[src/rtl/wb_cmd_executor_pkg.sv]
// Shared constants for the Wishbone command executor: word framing, opcodes,
// response status codes and the bus FSM encoding.
package wb_cmd_executor_pkg;

  localparam int WORD_W = 34;

  localparam logic [1:0] OP_READ     = 2'b00;
  localparam logic [1:0] OP_WRITE    = 2'b01;
  localparam logic [1:0] OP_SET_ADDR = 2'b10;
  localparam logic [1:0] OP_ABORT    = 2'b11;

  localparam logic [31:0] ST_BUS_ERR = 32'h0000_0001;
  localparam logic [31:0] ST_TIMEOUT = 32'h0000_0002;
  localparam logic [31:0] ST_ABORT   = 32'h0000_0003;

  typedef enum logic [1:0] {
    S_IDLE     = 2'd0,
    S_REQ      = 2'd1,
    S_WAIT_ACK = 2'd2,
    S_RESP     = 2'd3
  } state_t;

  // Status responses share the ABORT opcode slot as their framing.
  function automatic logic [WORD_W-1:0] status_word(input logic [31:0] code);
    return {OP_ABORT, code};
  endfunction

endpackage

[src/rtl/wb_cmd_executor.sv]
// Executes edge-strobed 34-bit commands as single Wishbone B4 pipelined
// transfers, with a per-transfer timeout and an abort that works in any state.
module wb_cmd_executor
  import wb_cmd_executor_pkg::*;
#(
  parameter int TIMEOUT_CYCLES = 1023,
  parameter int ADDR_W         = 30
) (
  input  logic              clk,
  input  logic              rst_n,
  input  logic              i_cmd_stb,
  input  logic [WORD_W-1:0] i_cmd_word,
  output logic              o_busy,
  output logic              o_overrun,
  output logic              o_rsp_stb,
  output logic [WORD_W-1:0] o_rsp_word,
  output logic              o_wb_cyc,
  output logic              o_wb_stb,
  output logic              o_wb_we,
  output logic [ADDR_W-1:0] o_wb_addr,
  output logic [31:0]       o_wb_data,
  output logic [3:0]        o_wb_sel,
  input  logic              i_wb_stall,
  input  logic              i_wb_ack,
  input  logic              i_wb_err,
  input  logic [31:0]       i_wb_data
);

  localparam int CNT_W = $clog2(TIMEOUT_CYCLES + 1);
  localparam logic [CNT_W-1:0] CNT_LAST = CNT_W'(TIMEOUT_CYCLES - 1);

  state_t            state, state_next;
  logic              stb_q;
  logic              busy_q;
  logic              overrun_q;
  logic              inc_en;
  logic [ADDR_W-1:0] addr_reg;
  logic [31:0]       data_q;
  logic              we_q;
  logic [CNT_W-1:0]  tcnt;
  logic              rsp_stb_q;
  logic [WORD_W-1:0] rsp_word_q;

  logic [1:0]  op;
  logic [31:0] payload;
  logic        cmd_edge, is_abort, abort_hit, accept, bus_accept, set_accept;
  logic        in_bus, got_ack, got_err, timed_out;

  assign op         = i_cmd_word[33:32];
  assign payload    = i_cmd_word[31:0];
  assign cmd_edge   = i_cmd_stb & ~stb_q;
  assign is_abort   = (op == OP_ABORT);
  assign abort_hit  = cmd_edge & is_abort;
  assign accept     = cmd_edge & ~busy_q & ~is_abort;
  assign bus_accept = accept & ((op == OP_READ) || (op == OP_WRITE));
  assign set_accept = accept & (op == OP_SET_ADDR);
  assign in_bus     = (state == S_REQ) || (state == S_WAIT_ACK);

  always_comb begin
    state_next = state;
    got_ack    = 1'b0;
    got_err    = 1'b0;
    timed_out  = 1'b0;
    case (state)
      S_IDLE: if (bus_accept) state_next = S_REQ;
      S_REQ, S_WAIT_ACK: begin
        // A response only counts once the request has left REQ unstalled.
        if ((state == S_WAIT_ACK) || !i_wb_stall) begin
          got_err = i_wb_err;
          got_ack = i_wb_ack & ~i_wb_err;
        end
        if (got_ack || got_err) begin
          state_next = S_RESP;
        end else if (tcnt >= CNT_LAST) begin
          timed_out  = 1'b1;
          state_next = S_RESP;
        end else if ((state == S_REQ) && !i_wb_stall) begin
          state_next = S_WAIT_ACK;
        end
      end
      S_RESP:  state_next = S_IDLE;
      default: state_next = S_IDLE;
    endcase
    if (abort_hit) state_next = S_IDLE;
  end

  always_ff @(posedge clk) begin
    if (!rst_n) begin
      state      <= S_IDLE;
      stb_q      <= 1'b0;
      busy_q     <= 1'b0;
      overrun_q  <= 1'b0;
      inc_en     <= 1'b0;
      addr_reg   <= '0;
      data_q     <= '0;
      we_q       <= 1'b0;
      tcnt       <= '0;
      rsp_stb_q  <= 1'b0;
      rsp_word_q <= '0;
    end else begin
      state     <= state_next;
      stb_q     <= i_cmd_stb;
      rsp_stb_q <= 1'b0;

      if (cmd_edge && busy_q && !is_abort) overrun_q <= 1'b1;

      // Busy spans acceptance through the cycle the response strobe is shown.
      if (accept || abort_hit) busy_q <= 1'b1;
      else if (rsp_stb_q)      busy_q <= 1'b0;

      if (bus_accept) begin
        data_q <= payload;
        we_q   <= (op == OP_WRITE);
        tcnt   <= CNT_W'(1);
      end else if (in_bus) begin
        tcnt <= tcnt + CNT_W'(1);
      end

      // Abort wins over any completion landing in the same cycle.
      if (abort_hit) begin
        rsp_stb_q  <= 1'b1;
        rsp_word_q <= status_word(ST_ABORT);
      end else if (set_accept) begin
        addr_reg   <= payload[ADDR_W-1:0];
        inc_en     <= payload[30];
        rsp_stb_q  <= 1'b1;
        rsp_word_q <= {OP_SET_ADDR, payload};
      end else if (got_ack) begin
        rsp_stb_q  <= 1'b1;
        rsp_word_q <= we_q ? {OP_WRITE, 32'h0} : {OP_READ, i_wb_data};
        if (inc_en) addr_reg <= addr_reg + ADDR_W'(1);
      end else if (got_err) begin
        rsp_stb_q  <= 1'b1;
        rsp_word_q <= status_word(ST_BUS_ERR);
      end else if (timed_out) begin
        rsp_stb_q  <= 1'b1;
        rsp_word_q <= status_word(ST_TIMEOUT);
      end
    end
  end

  assign o_busy     = busy_q;
  assign o_overrun  = overrun_q;
  assign o_rsp_stb  = rsp_stb_q;
  assign o_rsp_word = rsp_word_q;
  assign o_wb_cyc   = in_bus;
  assign o_wb_stb   = (state == S_REQ);
  assign o_wb_we    = in_bus & we_q;
  assign o_wb_addr  = addr_reg;
  assign o_wb_data  = data_q;
  assign o_wb_sel   = 4'hF;

endmodule

[config.mk]
export PLATFORM = sky130hd
export DESIGN_NAME = wb_cmd_executor
export DESIGN_NICKNAME = d
export VERILOG_FILES = /design/src/rtl/wb_cmd_executor_pkg.sv /design/src/rtl/wb_cmd_executor.sv
export SDC_FILE = /design/constraint.sdc
export NUM_CORES = 1
export LEC_CHECK = 0
export BUFFER_PORTS_ARGS = -buffer_cell sky130_fd_sc_hd__buf_2
export CORE_AREA = 2 2 135 137
export DETAILED_ROUTE_END_ITERATION = 16
export DIE_AREA = 0 0 137 139
export HOLD_SLACK_MARGIN = 0.06
export PLACE_DENSITY = 0.6
export SLEW_MARGIN = 20
export SYNTH_ARGS = -nofsm -noshare
export SYNTH_HDL_FRONTEND = slang
export SYNTH_SLANG_ARGS = --single-unit
[constraint.sdc]
create_clock -name clk -period 3.42 [get_ports clk]
set_input_delay 1.026 -clock clk [delete_from_list [all_inputs] [get_ports clk]]
set_output_delay 1.026 -clock clk [all_outputs]
set_load 0.01 [all_outputs]
; After elaboration in Yosys (flattened, before gate mapping)
; Cells that the tools add are included.
[classes]
n_eq_ne = 8
n_mux = 32
order_cmp = 1
n_addsub = 2
n_reduce_logical = 24
bitwise_logic = 14
[ops]
columns = op, count
row1 = 34-bit 2-to-1 mux, 5
row2 = 30-bit 2-to-1 mux, 3
row3 = 33-bit 2-to-1 mux, 1
row4 = 30-bit by 1-bit adder with 30-bit output (second input constant), 1
row5 = 1-bit 2-to-1 mux, 18
row6 = 10-bit by 1-bit adder with 10-bit output (second input constant), 1
row7 = 10-bit >= comparator (second input constant), 1
row8 = 1-bit AND, 8
row9 = 2-bit == test (second input constant), 4
row10 = 2-bit 2-to-1 mux, 4
row11 = 2-bit nonzero test, 4
row12 = 1-bit NOT, 6
row13 = 2-bit case mux with 3 select lines, 1
row14 = 2-bit OR reduction, 3
row15 = 1-bit logical OR, 5
row16 = 5-bit nonzero test, 1
row17 = 2-bit by 1-bit == test with 1-bit output (second input constant), 2
row18 = 2-bit logical NOT, 2
row19 = 4-bit inequality test (second input constant), 1
row20 = 2-bit AND reduction, 2
row21 = 4-bit nonzero test, 1
row22 = 1-bit logical AND, 3
row23 = 3-bit AND reduction, 1
row24 = 1-bit logical NOT, 2
row25 = 2-bit inequality test (second input constant), 1
[word_totals]
wordCells = 94
ff_bits = 114

; Longest topological paths before layout
[logic_depth]
depth_word = 12
ltp_mapped = 9

; Worst setup path after synthesis
; Ideal clock, no wire load.
[synth_path]
path_kind = input to register
from = input port i_wb_ack
to = register addr_reg[15], in the netlist o_wb_addr[15]
stages = 6
path_buffers = 1
required_ps = 3336
arrival_time_ps = 2306
setup_slack_ps = 1030
setup_ps = 84
cell_sequence = nor2b_2 -> and4_1 -> buf_4 -> nand3_1 -> or4_1 -> o31ai_2
[synth_via]
elab_chain_len = 6
[synth_lines]
columns = item, line_no
row1 = start: declaration, wb_cmd_executor.sv:24  ; input logic i_wb_ack,
row2 = 1-bit AND, wb_cmd_executor.sv:70  ; got_ack = i_wb_ack & ~i_wb_err;
row3 = 1-bit 2-to-1 mux, wb_cmd_executor.sv:68  ; if ((state == S_WAIT_ACK) || !i_wb_stall) begin
row4 = 1-bit 2-to-1 mux (2 in series), wb_cmd_executor.sv:64  ; case (state)
row5 = 2-bit nonzero test (no source line), n/a
row6 = 3-bit AND reduction (no source line), n/a
row7 = end signal: assignment, wb_cmd_executor.sv:124  ; addr_reg <= payload[ADDR_W-1:0];
row8 = end signal: assignment, wb_cmd_executor.sv:131  ; if (inc_en) addr_reg <= addr_reg + ADDR_W'(1);
row9 = end: declaration, wb_cmd_executor.sv:37  ; logic [ADDR_W-1:0] addr_reg;
; Every way passes these cells. The select of a mux whose other input is x is not followed.
; A chain may end at the register's enable or synchronous reset.

; Final worst setup path
[layout_path]
from = register state[1]
to = output port o_wb_we
[layout_via]
elab_chain_len = 3
elab_cells_between_ends = 4
classes_between = eq/ne (2) / bitwise (1) / reduce/logical (1)
[layout_lines]
columns = item, line_no
row1 = start: declaration, wb_cmd_executor.sv:32  ; state_t state, state_next;
row2 = start signal: assignment, wb_cmd_executor.sv:101  ; state <= state_next;
row3 = 2-bit by 1-bit == test with 1-bit output or 2-bit == test (tied branches), wb_cmd_executor.sv:57  ; assign in_bus = (state == S_REQ) || (state == S_WAIT_ACK);
row4 = 1-bit logical OR *, wb_cmd_executor.sv:57
row5 = 1-bit AND *, wb_cmd_executor.sv:148  ; assign o_wb_we = in_bus & we_q;
row6 = end: declaration, wb_cmd_executor.sv:19  ; output logic o_wb_we,
; Mark *: on every way between the ends. The rest lies on a longest branch, timed or not.

==> run metrics <==
outcome=finished clean; leakage power figure=2.90 nW; half-perimeter wire length after detailed placement=11.8 mm; mean cell area of the mapped netlist=8.48 um2; minimum clock period=2.82 ns; crit share post-route=0.824; Synth warnings=0; number of ports placed on the die boundary=178; count of different cell masters after synthesis=53; sum of negative setup slack=0 ns; P&R area growth vs syn=34.9%; critical path startpoint category=flip-flop; count of final setup violators=0; post-layout worst setup margin=0.602 ns; hold violation total from the final report=0; hold_ws=0.450 ns; Pre-Repair DR Iteration Count=8; maximum capacitance violations=0; RSZ-0062 raised after global routing=no; post-layout total power=3.95 mW; proportion of register bits with asynchronous set or reset after synthesis=0; initial antenna violation count=0; std cell rows=49; Via Count=4982; Clock Tree Root=clkbuf_16; vertical extent of the die=139 um; Max rail drop VDD=0.370 mV; Synth top cells by count=114 x dfxtp_1, 101 x nand2_1, 58 x nor2_1; class of the most critical hold timing path=reg2reg; # placed instances=969; share of synthesized area occupied by flip-flops and latches=0.457; pin count of the biggest net entering global routing=52; worst-case clock skew=0.00743 ns; clock edge transition at the registers on the reported setup and hold paths=0.05 ns; buffers from clock root to sink, at most=2; number of nets still failing antenna checks after routing=0; count of hold buffers inserted by post-cts repair=0; iteration-0 DRC count of the detailed router=402; WP data arrival=1.79 ns; post-detailed-route wirelength per cell=16.6 um; Critical Path End Type=output port; worst slew slack as a fraction of its limit=0.516; Worst Path Required=2.39 ns; net count of the finished layout=838; post-synth top area share=0.457; final weighted congestion in routability-driven placement=0.810; count of state elements after synthesis=114; dominant cell type by area after synthesis=dfxtp_1; Synth area leaders=dfxtp_1 46%, nand2_1 7.6%, a222oi_1 5.8%; final number of max-transition violations=0; Cell Pwr Density=585 mW/mm2; count of input and output buffers=173; setup bufs post-CTS=0; global-route usage over all layers=0.177; Top FF cell, synth=dfxtp_1; number of flops mapped to enable cells by yosys=0; cell area after synthesis=0.00500 mm2; most used standard cell by instance count after synthesis=dfxtp_1; Core Region=0.0177 mm2; fraction of layout instances using a drive strength above 1=0.298; grt total ovfl=0; die extent in x=137 um; maximum achievable frequency=0.355 GHz; CTS sink count=114; maximum fanout along the worst path=16; number of H-tree levels=4; antenna cell count=0; setup slack after placement=0.543 ns; total CTS buffers=17; slew at the pin closest to its max-slew limit=0.725 ns; Initial Util=0.283; Die Outline Area=0.0190 mm2; post_cts resized=0; kind of critical path=reg2out; CTS tree=yes; global-route wire length before repair=26.0 mm; total detailed-routing wirelength=16.6 mm; gate count after technology mapping=589; detailed-route vias per instance=4.98; Non-Filler Instances=1001; clock latency on the worst-skew pair=0.41 ns; via count of the first global-routing pass=4750; Fillers=1832; DRC violations left=0
[registers in the layout (all words and copies together), names as in the netlist]
signal      flops
inc_en          1
o_busy          1
o_overrun       1
o_rsp_stb       1
o_rsp_word     34
o_wb_addr      30
o_wb_data      32
state           2
stb_q           1
tcnt           10
we_q            1
[through the flow]
step                      utilization  cell area, um2
final                           0.382            6740
after detailed placement        0.348            6140
after CTS                       0.382            6740
after floorplan                     -            5010
after global placement          0.348            6140
after global routing            0.382            6740
[critical path, stage by stage (launching register included)]
cell     delay [ns]
dfxtp_1        0.38
inv_1          0.08
ha_1           0.59
and2_1         0.20
buf_2          0.13
[logic make-up after synthesis]
family | synth area share
XOR/XNOR | 0.0473
AND/OR/NAND/NOR | 0.234
other | 0.000750
flip-flops | 0.457
AO/OA/AOI/OAI | 0.190
multiplexers | 0.0123
buffers and inverters | 0.0416
adder cells (fa/ha/maj) | 0.0175
[final cells by class]
type                            instances  area (um2)  share of cell area
Sequential cell                       114        2280               0.339
Multi-Input combinational cell        428        2530               0.375
Timing Repair Buffer                  189        1010               0.150
Tap cell                              229         287              0.0425
Inverter                                9        33.8             0.00501
Clock buffer                           22         464              0.0689
Clock inverter                         10         133              0.0197
[where the power goes]
part | switching (mW) | leakage [nW] | total (mW) | internal [mW]
registers | 0.0770 | 0.927 | 1.50 | 1.42
clock network | 0.624 | 0.286 | 1.80 | 1.18
logic | 0.388 | 1.69 | 0.645 | 0.257
[path summary, 6_finish.rpt]
path	start	end	slack, ns	depth (start not counted)
max	state[1]	o_wb_we	0.60	4
min	o_wb_data[25]	o_wb_data[25]	0.45	2
max reg2reg	state[1]	o_rsp_word[7]	0.90	7
min reg2reg	o_wb_data[25]	o_wb_data[25]	0.45	2
[layer usage]
metal | vias up | share of wire | routed length, um | global-route usage
li1 | 2469 | - | - | -
met1 | 2330 | 0.45 | 7430 | 0.233
met2 | 162 | 0.46 | 7630 | 0.272
met3 | 21 | 0.074 | 1220 | 0.0493
met4 | 0 | 0.019 | 322 | 0.0705
met5 | - | 0 | 0 | 0
[placed cells by master (no fill, tap or decap), types with 3 or more instances in the layout]
cell and count:
buf_2 173, clkbuf_16 17, clkbuf_1 3, nand2_1 101
xor2_1 18, bufinv_16 3, inv_1 8, dfxtp_1 114
o21ai_0 28, and3_1 5, clkinvlp_4 3, and4_1 4
buf_4 14, nand3_1 17, nand4_1 17, or3_1 3
nor3_1 5, nor4_1 6, o211ai_1 6, nor2_1 58
a211oi_1 4, and2_1 5, a222oi_1 29, a31oi_1 6
xnor2_1 9, a21oi_1 55, clkinv_2 4, ha_1 7
conb_1 4, or4_1 4, mux2i_1 5
No activity file was read; power rests on OpenSTA's default activity.
